File: src/rtl/tcp_txgen_pkg.sv
// ----------------------------------------------------------------------------
// tcp_txgen_pkg
// Shared definitions for the SiTCP TX pattern generator:
//   - RBCP register window offsets (16-byte window)
//   - CTRL register bit indices
//   - FSM state encoding
//   - PRBS-7 tap constant and byte-step helper (TXGEN_PRBS_EN only)
// Configuration macro: TXGEN_PRBS_EN enables the PRBS-7 pattern helpers.
// ----------------------------------------------------------------------------
package tcp_txgen_pkg;

    // Register offsets inside the window; multi-byte registers are big-endian
    localparam logic [3:0] OFS_CTRL   = 4'h0;
    localparam logic [3:0] OFS_LEN3   = 4'h1;
    localparam logic [3:0] OFS_LEN2   = 4'h2;
    localparam logic [3:0] OFS_LEN1   = 4'h3;
    localparam logic [3:0] OFS_LEN0   = 4'h4;
    localparam logic [3:0] OFS_SEED   = 4'h5;
    localparam logic [3:0] OFS_STATUS = 4'h6;
    localparam logic [3:0] OFS_SENT3  = 4'h8;
    localparam logic [3:0] OFS_SENT2  = 4'h9;
    localparam logic [3:0] OFS_SENT1  = 4'hA;
    localparam logic [3:0] OFS_SENT0  = 4'hB;

    // CTRL bit positions
    localparam int CTRL_START = 0;
    localparam int CTRL_CONT  = 1;
    localparam int CTRL_STOP  = 2;
    localparam int CTRL_PRBS  = 3;

    typedef enum logic [1:0] {
        ST_IDLE = 2'd0,
        ST_RUN  = 2'd1,
        ST_DONE = 2'd2
    } txgen_state_t;

`ifdef TXGEN_PRBS_EN
    // x^7 + x^6 + 1: feedback from bits 6 and 5 of a left-shifting register
    localparam logic [6:0] PRBS7_TAPS      = 7'b110_0000;
    localparam logic [6:0] PRBS7_ZERO_SEED = 7'h7F;

    // Runs eight LFSR steps; returns {next_state[6:0], byte[7:0]} where the
    // byte collects the shifted-out MSBs, first bit out ends up as bit 7.
    function automatic logic [14:0] prbs7_byte(input logic [6:0] state);
        logic [6:0] s;
        logic [7:0] b;
        s = state;
        b = 8'h00;
        for (int i = 0; i < 8; i++) begin
            b = {b[6:0], s[6]};
            s = {s[5:0], ^(s & PRBS7_TAPS)};
        end
        return {s, b};
    endfunction
`endif

endpackage

File: src/rtl/tcp_txgen_regs.sv
// ----------------------------------------------------------------------------
// tcp_txgen_regs
// RBCP decode and register file for the TX pattern generator.
// Ports:
//   CLK, RST                 clock, synchronous active-high reset
//   RBCP_ADDR/WE/RE/WD       RBCP bus from SiTCP
//   RBCP_ACK, RBCP_RD        acknowledge + read data, one cycle after strobe
//   stat_busy/done/abort     live status bits from the FSM
//   stat_sent                live byte counter from the datapath
//   start_pulse, stop_pulse  one-cycle command pulses decoded from CTRL writes
//   reg_cont, reg_prbs       CTRL mode bits
//   reg_len, reg_seed        programmed run length and pattern seed
// Configuration macro: TXGEN_PRBS_EN keeps CTRL.b3 (PRBS select); when
// undefined the bit is ignored on write and reads back 0.
// ----------------------------------------------------------------------------
module tcp_txgen_regs
    import tcp_txgen_pkg::*;
#(
    parameter logic [31:0] BASE_ADDR = 32'hFFFF_0100,
    parameter logic [7:0]  DEF_SEED  = 8'h00
) (
    input  logic        CLK,
    input  logic        RST,
    input  logic [31:0] RBCP_ADDR,
    input  logic        RBCP_WE,
    input  logic        RBCP_RE,
    input  logic [7:0]  RBCP_WD,
    output logic        RBCP_ACK,
    output logic [7:0]  RBCP_RD,
    input  logic        stat_busy,
    input  logic        stat_done,
    input  logic        stat_abort,
    input  logic [31:0] stat_sent,
    output logic        start_pulse,
    output logic        stop_pulse,
    output logic        reg_cont,
    output logic        reg_prbs,
    output logic [31:0] reg_len,
    output logic [7:0]  reg_seed
);

    logic       in_window;
    logic [3:0] offset;
    logic [7:0] rd_mux;

    assign in_window = (RBCP_ADDR[31:4] == BASE_ADDR[31:4]);
    assign offset    = RBCP_ADDR[3:0];

`ifdef TXGEN_PRBS_EN
    logic prbs_q;
    assign reg_prbs = prbs_q;
`else
    logic unused_prbs_wd;
    assign reg_prbs       = 1'b0;
    assign unused_prbs_wd = RBCP_WD[CTRL_PRBS];
`endif

    // Read mux; unmapped offsets return zero
    always_comb begin
        rd_mux = 8'h00;
        case (offset)
            OFS_CTRL:   rd_mux = {4'b0000, reg_prbs, 1'b0, reg_cont, 1'b0};
            OFS_LEN3:   rd_mux = reg_len[31:24];
            OFS_LEN2:   rd_mux = reg_len[23:16];
            OFS_LEN1:   rd_mux = reg_len[15:8];
            OFS_LEN0:   rd_mux = reg_len[7:0];
            OFS_SEED:   rd_mux = reg_seed;
            OFS_STATUS: rd_mux = {5'b00000, stat_abort, stat_done, stat_busy};
            OFS_SENT3:  rd_mux = stat_sent[31:24];
            OFS_SENT2:  rd_mux = stat_sent[23:16];
            OFS_SENT1:  rd_mux = stat_sent[15:8];
            OFS_SENT0:  rd_mux = stat_sent[7:0];
            default:    rd_mux = 8'h00;
        endcase
    end

    // Register writes, ACK/RD generation and command pulses. START/STOP are
    // registered together with the CONT/PRBS bits, so the FSM sees the mode
    // bits from the same write when it acts on the pulse.
    always_ff @(posedge CLK) begin
        if (RST) begin
            RBCP_ACK    <= 1'b0;
            RBCP_RD     <= 8'h00;
            start_pulse <= 1'b0;
            stop_pulse  <= 1'b0;
            reg_cont    <= 1'b0;
            reg_len     <= 32'h0000_0000;
            reg_seed    <= DEF_SEED;
`ifdef TXGEN_PRBS_EN
            prbs_q      <= 1'b0;
`endif
        end else begin
            RBCP_ACK    <= in_window & (RBCP_WE | RBCP_RE);
            RBCP_RD     <= (in_window & (RBCP_WE | RBCP_RE)) ? rd_mux : 8'h00;
            start_pulse <= 1'b0;
            stop_pulse  <= 1'b0;
            if (in_window && RBCP_WE) begin
                case (offset)
                    OFS_CTRL: begin
                        start_pulse <= RBCP_WD[CTRL_START];
                        stop_pulse  <= RBCP_WD[CTRL_STOP];
                        reg_cont    <= RBCP_WD[CTRL_CONT];
`ifdef TXGEN_PRBS_EN
                        prbs_q      <= RBCP_WD[CTRL_PRBS];
`endif
                    end
                    OFS_LEN3: reg_len[31:24] <= RBCP_WD;
                    OFS_LEN2: reg_len[23:16] <= RBCP_WD;
                    OFS_LEN1: reg_len[15:8]  <= RBCP_WD;
                    OFS_LEN0: reg_len[7:0]   <= RBCP_WD;
                    OFS_SEED: reg_seed       <= RBCP_WD;
                    default: ;
                endcase
            end
        end
    end

endmodule

File: src/rtl/tcp_tx_pattern_gen.sv
// ----------------------------------------------------------------------------
// tcp_tx_pattern_gen
// Test-data source for the SiTCP TCP transmit port, used for throughput
// testing instead of the RX->TX FIFO loopback. Streams a fixed-length or
// continuous byte pattern while the TCP connection is open, throttled by
// TCP_TX_FULL, and is controlled through a 16-byte RBCP register window.
// Ports:
//   CLK, RST                  200 MHz clock, synchronous active-high reset
//   TCP_OPEN_ACK              connection open
//   TCP_TX_FULL               SiTCP TX almost-full
//   TCP_TX_WR, TCP_TX_DATA    registered byte write strobe and data
//   RBCP_ADDR/WE/RE/WD        RBCP access
//   RBCP_ACK, RBCP_RD         RBCP acknowledge and read data
//   BUSY                      high while a run is in progress (LED)
// Configuration macro: TXGEN_PRBS_EN adds the PRBS-7 pattern selected by
// CTRL.b3; without it only the counting pattern exists.
// ----------------------------------------------------------------------------
module tcp_tx_pattern_gen
    import tcp_txgen_pkg::*;
#(
    parameter logic [31:0] BASE_ADDR = 32'hFFFF_0100,
    parameter logic [7:0]  DEF_SEED  = 8'h00
) (
    input  logic        CLK,
    input  logic        RST,
    input  logic        TCP_OPEN_ACK,
    input  logic        TCP_TX_FULL,
    output logic        TCP_TX_WR,
    output logic [7:0]  TCP_TX_DATA,
    input  logic [31:0] RBCP_ADDR,
    input  logic        RBCP_WE,
    input  logic        RBCP_RE,
    input  logic [7:0]  RBCP_WD,
    output logic        RBCP_ACK,
    output logic [7:0]  RBCP_RD,
    output logic        BUSY
);

    logic         start_pulse;
    logic         stop_pulse;
    logic         reg_cont;
    logic         reg_prbs;
    logic [31:0]  reg_len;
    logic [7:0]   reg_seed;

    txgen_state_t state;
    logic         run_cont;
    logic [31:0]  remaining;
    logic [7:0]   pat_cnt;
    logic [31:0]  sent;
    logic         done_flag;
    logic         abort_flag;

`ifdef TXGEN_PRBS_EN
    logic         run_prbs;
    logic [6:0]   lfsr;
    logic [14:0]  prbs_step;
    assign prbs_step = prbs7_byte(lfsr);
`else
    logic         unused_prbs_sel;
    assign unused_prbs_sel = reg_prbs;
`endif

    tcp_txgen_regs #(
        .BASE_ADDR (BASE_ADDR),
        .DEF_SEED  (DEF_SEED)
    ) u_regs (
        .CLK         (CLK),
        .RST         (RST),
        .RBCP_ADDR   (RBCP_ADDR),
        .RBCP_WE     (RBCP_WE),
        .RBCP_RE     (RBCP_RE),
        .RBCP_WD     (RBCP_WD),
        .RBCP_ACK    (RBCP_ACK),
        .RBCP_RD     (RBCP_RD),
        .stat_busy   (BUSY),
        .stat_done   (done_flag),
        .stat_abort  (abort_flag),
        .stat_sent   (sent),
        .start_pulse (start_pulse),
        .stop_pulse  (stop_pulse),
        .reg_cont    (reg_cont),
        .reg_prbs    (reg_prbs),
        .reg_len     (reg_len),
        .reg_seed    (reg_seed)
    );

    // Run-control FSM and byte datapath. TCP_TX_WR is decided from the FULL
    // value sampled at this edge, so a FULL cycle is never followed by a
    // write. STOP and connection loss both abort; STOP beats a simultaneous
    // START. Run parameters are latched on START so later register writes
    // do not disturb the run in progress.
    always_ff @(posedge CLK) begin
        if (RST) begin
            state       <= ST_IDLE;
            TCP_TX_WR   <= 1'b0;
            TCP_TX_DATA <= 8'h00;
            BUSY        <= 1'b0;
            run_cont    <= 1'b0;
            remaining   <= 32'h0000_0000;
            pat_cnt     <= 8'h00;
            sent        <= 32'h0000_0000;
            done_flag   <= 1'b0;
            abort_flag  <= 1'b0;
`ifdef TXGEN_PRBS_EN
            run_prbs    <= 1'b0;
            lfsr        <= PRBS7_ZERO_SEED;
`endif
        end else begin
            TCP_TX_WR <= 1'b0;
            case (state)
                ST_RUN: begin
                    if (stop_pulse || !TCP_OPEN_ACK) begin
                        state      <= ST_IDLE;
                        BUSY       <= 1'b0;
                        abort_flag <= 1'b1;
                    end else if (!run_cont && remaining == 32'h0000_0000) begin
                        state     <= ST_DONE;
                        BUSY      <= 1'b0;
                        done_flag <= 1'b1;
                    end else if (!TCP_TX_FULL) begin
                        TCP_TX_WR <= 1'b1;
                        sent      <= sent + 32'd1;
                        if (!run_cont) begin
                            remaining <= remaining - 32'd1;
                        end
`ifdef TXGEN_PRBS_EN
                        if (run_prbs) begin
                            TCP_TX_DATA <= prbs_step[7:0];
                            lfsr        <= prbs_step[14:8];
                        end else begin
                            TCP_TX_DATA <= pat_cnt;
                            pat_cnt     <= pat_cnt + 8'd1;
                        end
`else
                        TCP_TX_DATA <= pat_cnt;
                        pat_cnt     <= pat_cnt + 8'd1;
`endif
                    end
                end
                default: begin
                    if (start_pulse && !stop_pulse && TCP_OPEN_ACK) begin
                        state      <= ST_RUN;
                        BUSY       <= 1'b1;
                        run_cont   <= reg_cont;
                        remaining  <= reg_len;
                        pat_cnt    <= reg_seed;
                        sent       <= 32'h0000_0000;
                        done_flag  <= 1'b0;
                        abort_flag <= 1'b0;
`ifdef TXGEN_PRBS_EN
                        run_prbs   <= reg_prbs;
                        lfsr       <= (reg_seed[6:0] == 7'h00) ? PRBS7_ZERO_SEED : reg_seed[6:0];
`endif
                    end
                end
            endcase
        end
    end

endmodule
File: config.mk
export PLATFORM = sky130hd
export DESIGN_NAME = tcp_tx_pattern_gen
export DESIGN_NICKNAME = d
export VERILOG_FILES = /design/src/rtl/tcp_txgen_pkg.sv /design/src/rtl/tcp_txgen_regs.sv /design/src/rtl/tcp_tx_pattern_gen.sv
export SDC_FILE = /design/constraint.sdc
export NUM_CORES = 1
export LEC_CHECK = 0
export ABC_AREA = 1
export CELL_PAD_IN_SITES_DETAIL_PLACEMENT = 1
export CELL_PAD_IN_SITES_GLOBAL_PLACEMENT = 1
export CORE_MARGIN = 5
export CORE_UTILIZATION = 41
export CTS_CLUSTER_DIAMETER = 60
export CTS_CLUSTER_SIZE = 16
export DETAILED_ROUTE_END_ITERATION = 16
export HOLD_SLACK_MARGIN = 0.1
export PLACE_DENSITY_LB_ADDON = 0.1
export SYNTH_ARGS = -nofsm -noshare
export SYNTH_HDL_FRONTEND = slang
export SYNTH_SLANG_ARGS = --single-unit
export TNS_END_PERCENT = 50
File: constraint.sdc
create_clock -name CLK -period 3 [get_ports CLK]
set_input_delay 0.75 -clock CLK [delete_from_list [all_inputs] [get_ports CLK]]
set_output_delay 0.75 -clock CLK [all_outputs]
set_load 0.005 [all_outputs]
==> impl_metrics.env <==
export IMPL_hold_viol_final=0
export IMPL_power_density_cell_area_mw_per_mm2=423
export IMPL_first_iter_violations=576
export IMPL_post_synth_instance_area_sq_mm=0.00829
export IMPL_antenna_diode_count=0
export IMPL_finish_net_count=1479
export IMPL_drc=0
export IMPL_hold_slack_ns=0.486
export IMPL_finalCriticalPeriod_ns=2.53
export IMPL_combinational_family_with_the_most_area_after_synthesis="simple AND/OR/NAND/NOR gates"
export IMPL_critPathMaxStageDelay_ns=0.49
export IMPL_core_area_sq_mm=0.0200
export IMPL_routabilityCongestion=0.909
export IMPL_timing_critical_path_max_delay_family="simple AND/OR/NAND/NOR gates"
export IMPL_placed_cell_area_sq_mm=0.00924
export IMPL_hpwl_um=23000
export IMPL_route_antenna_remaining_nets=0
export IMPL_antenna_found_initial=0
export IMPL_vias_per_cell=5.34
export IMPL_num_vias=9143
export IMPL_muxShareOfSynthArea=0
export IMPL_postSynth_topFlopCell="dfxtp_1"
export IMPL_startpoint_type="register"
export IMPL_cts_tree="done"
export IMPL_row_count=52
export IMPL_crit_top_cell="nand2_2"
export IMPL_synth_simple_gate_area_share=0.418
export IMPL_irDropWorstVdd_uv=388
export IMPL_yosys_top_cells_area="dfxtp_1, nand2_1, nor2_1"
export IMPL_wire_length_of_the_first_global_routing_pass_um=49500
export IMPL_cts_hold_buffers_added=0
export IMPL_track_usage=0.262
export IMPL_postSynthRegisterBits=138
export IMPL_wl_per_cell_um=17.9
export IMPL_area_growth_synth_to_final_pct=18.6
export IMPL_post_cts_gate_resize_count=0
export IMPL_synth_xor_xnor_area_share=0.0148
export IMPL_design_area_sq_mm=0.00983
export IMPL_dp_cells=1681
export IMPL_root_buffer="clkbuf_16"
export IMPL_cap_violations=0
export IMPL_synth_commonest_cells="nand2_1, nor2_1, inv_1"
export IMPL_power_leakage_nw=4.15
export IMPL_period_utilization_post_route=0.845
export IMPL_finalSetupViolCount=0
export IMPL_critical_path_buf_inv_count=2
export IMPL_synth_lib_cells_used_distinct=39
export IMPL_synth_largest_type_area_fraction=0.333
export IMPL_timing_worst_slew_pin_value_ns=0.588
export IMPL_finalWirelength_um=30700
export IMPL_drive_above_1_share=0.0589
export IMPL_clkSlewWorstSetupHoldPaths_ns=0.06
export IMPL_initial_core_util=0.414
export IMPL_dieWidth_um=152
export IMPL_top_level_ports=65
export IMPL_skew_ns=0.0126
export IMPL_timing_final_max_slew_violations=0
export IMPL_async_reset_ff_frac=0
export IMPL_synthCells=1372
export IMPL_worst_skew_pair_late_latency_ns=0.44
export IMPL_run_status="finished, final reports clean"
export IMPL_slew_headroom=0.607
export IMPL_synth_compound_gate_area_share=0.114
export IMPL_synth_most_common_cell="nand2_1"
export IMPL_cp_arrival_ns=2.90
export IMPL_number_of_nets_produced_by_synthesis=1421
export IMPL_global_route_overflow_total=0
export IMPL_final_instance_count_excl_fill=1713
export IMPL_cell_taking_the_most_area_after_synthesis="dfxtp_1"
export IMPL_crit_path_end_kind="register"
export IMPL_pre_repair_dr_iteration_count=5
export IMPL_postSynthAreaPerCell_sq_um=6.04
export IMPL_number_of_flops_mapped_to_enable_cells_by_yosys=0
export IMPL_timing_fmax_mhz=395
export IMPL_number_of_port_buffers=64
export IMPL_critPathKind="reg -> reg"
export IMPL_worst_path_max_delay_cell="inv_2"
export IMPL_area_share_of_fa_ha_maj_cells_after_synthesis=0.00453
export IMPL_report_power_total_w=0.00416
export IMPL_fin_tns_setup_ns=0
export IMPL_fp_dieH_um=152
export IMPL_hold_path_class="reg -> reg"
export IMPL_cts_repair_timing_setup_buffer_count=0
export IMPL_timing_critical_path_cells="inv_1, ha_1, nand2_2, nor2_4, nand2_2, nor2_2, nand2_2, nand2_4, nand2_8, inv_2, nand2_1, a21oi_2"
export IMPL_die_footprint_sq_mm=0.0232
export IMPL_h_tree_depth=4
export IMPL_cts_path_max_buffers=2
export IMPL_grt_setup_unrepaired="no"
export IMPL_tritoncts_num_buffers=17
export IMPL_clock_sink_count=138
export IMPL_grt_start_max_net_pins=72
export IMPL_timing_critical_path_required_ns=3.36
export IMPL_critical_path_max_fanout=30
export IMPL_grt_pass1_vias=9165
export IMPL_synth_warning_count=0
export IMPL_synth_seq_area_share=0.333
cells by family (layout without fill, tap and decap cells):
group           Yosys count  in the layout
compound gates          173            173
flops                   138            138
xor+xnor                 14             14
buf+inv                 238            309
fa+ha+maj                 3              3
simple gates            806            806
metrics by stage:
step,util,setup WS (ns)
finish,0.491,0.465
CTS,0.491,0.451
detailed placement,0.461,0.171
global route,0.491,0.247
global placement,0.461,0.239
floorplan,-,0.985
power breakdown:
part           internal, W  leakage, nW      switching (W)
Combinational    0.0000783         2.77           0.000114
Clock              0.00125        0.268           0.000888
Sequential         0.00183         1.11  0.000000000000201
Total              0.00316         4.15            0.00100
final timing paths:
| path | cells after the start | slack [ns] | endpoint | from |
|---|---|---|---|---|
| max | 12 | 0.47 | sent[12]$_SDFFE_PP0P_ | remaining[0]$_SDFFE_PP0P_ |
| min | 2 | 0.49 | remaining[1]$_SDFFE_PP0P_ | remaining[1]$_SDFFE_PP0P_ |
| max reg2reg | 12 | 0.47 | sent[12]$_SDFFE_PP0P_ | remaining[0]$_SDFFE_PP0P_ |
| min reg2reg | 2 | 0.49 | remaining[1]$_SDFFE_PP0P_ | remaining[1]$_SDFFE_PP0P_ |
layer usage:
metal	GRT usage	wire length, um	up-vias
met5	0	0	-
met4	0.0706	715	0
met3	0.0520	1710	45
met2	0.438	14300	234
met1	0.347	14000	4355
li1	-	-	4509
worst min-delay path: cells and delay by family (launching register included):
family | cells | cell delay, ns
flip-flops | 1 | 0.33
AND/OR/NAND/NOR | 2 | 0.13
placed cells by master (no fill, tap or decap), types with 11 or more instances in the layout:
cell type and instances:
nand2_1 378, nor2_1 234, inv_1 182, dfxtp_1 138, nand4_1 72, a21oi_1 71, nand3_1 68, o21ai_0 68
clkdlybuf4s50_1 63, nor3_1 23, buf_4 23, o22ai_1 17, clkbuf_16 17, xor2_1 11
state kept, by name, summed over array words and instances, names as in the netlist:
name                flops
u_regs.reg_len         32
u_regs.reg_cont         1
TCP_TX_DATA             8
run_cont                1
u_regs.RBCP_ACK         1
u_regs.stop_pulse       1
abort_flag              1
u_regs.reg_seed         8
TCP_TX_WR               1
pat_cnt                 8
u_regs.start_pulse      1
remaining              32
done_flag               1
u_regs.RBCP_RD          8
state                   2
sent                   32
area by class of cell:
type / instances / area [sq um]
well taps: 270 / 338
clock buffers: 19 / 443
multi-input cells: 996 / 4570
clock inverters: 13 / 145
repair buffers: 90 / 868
inverters: 187 / 702
flip-flops and latches: 138 / 2760
fillers: 2792 / 10200
Power figures use the tool's default switching activity.
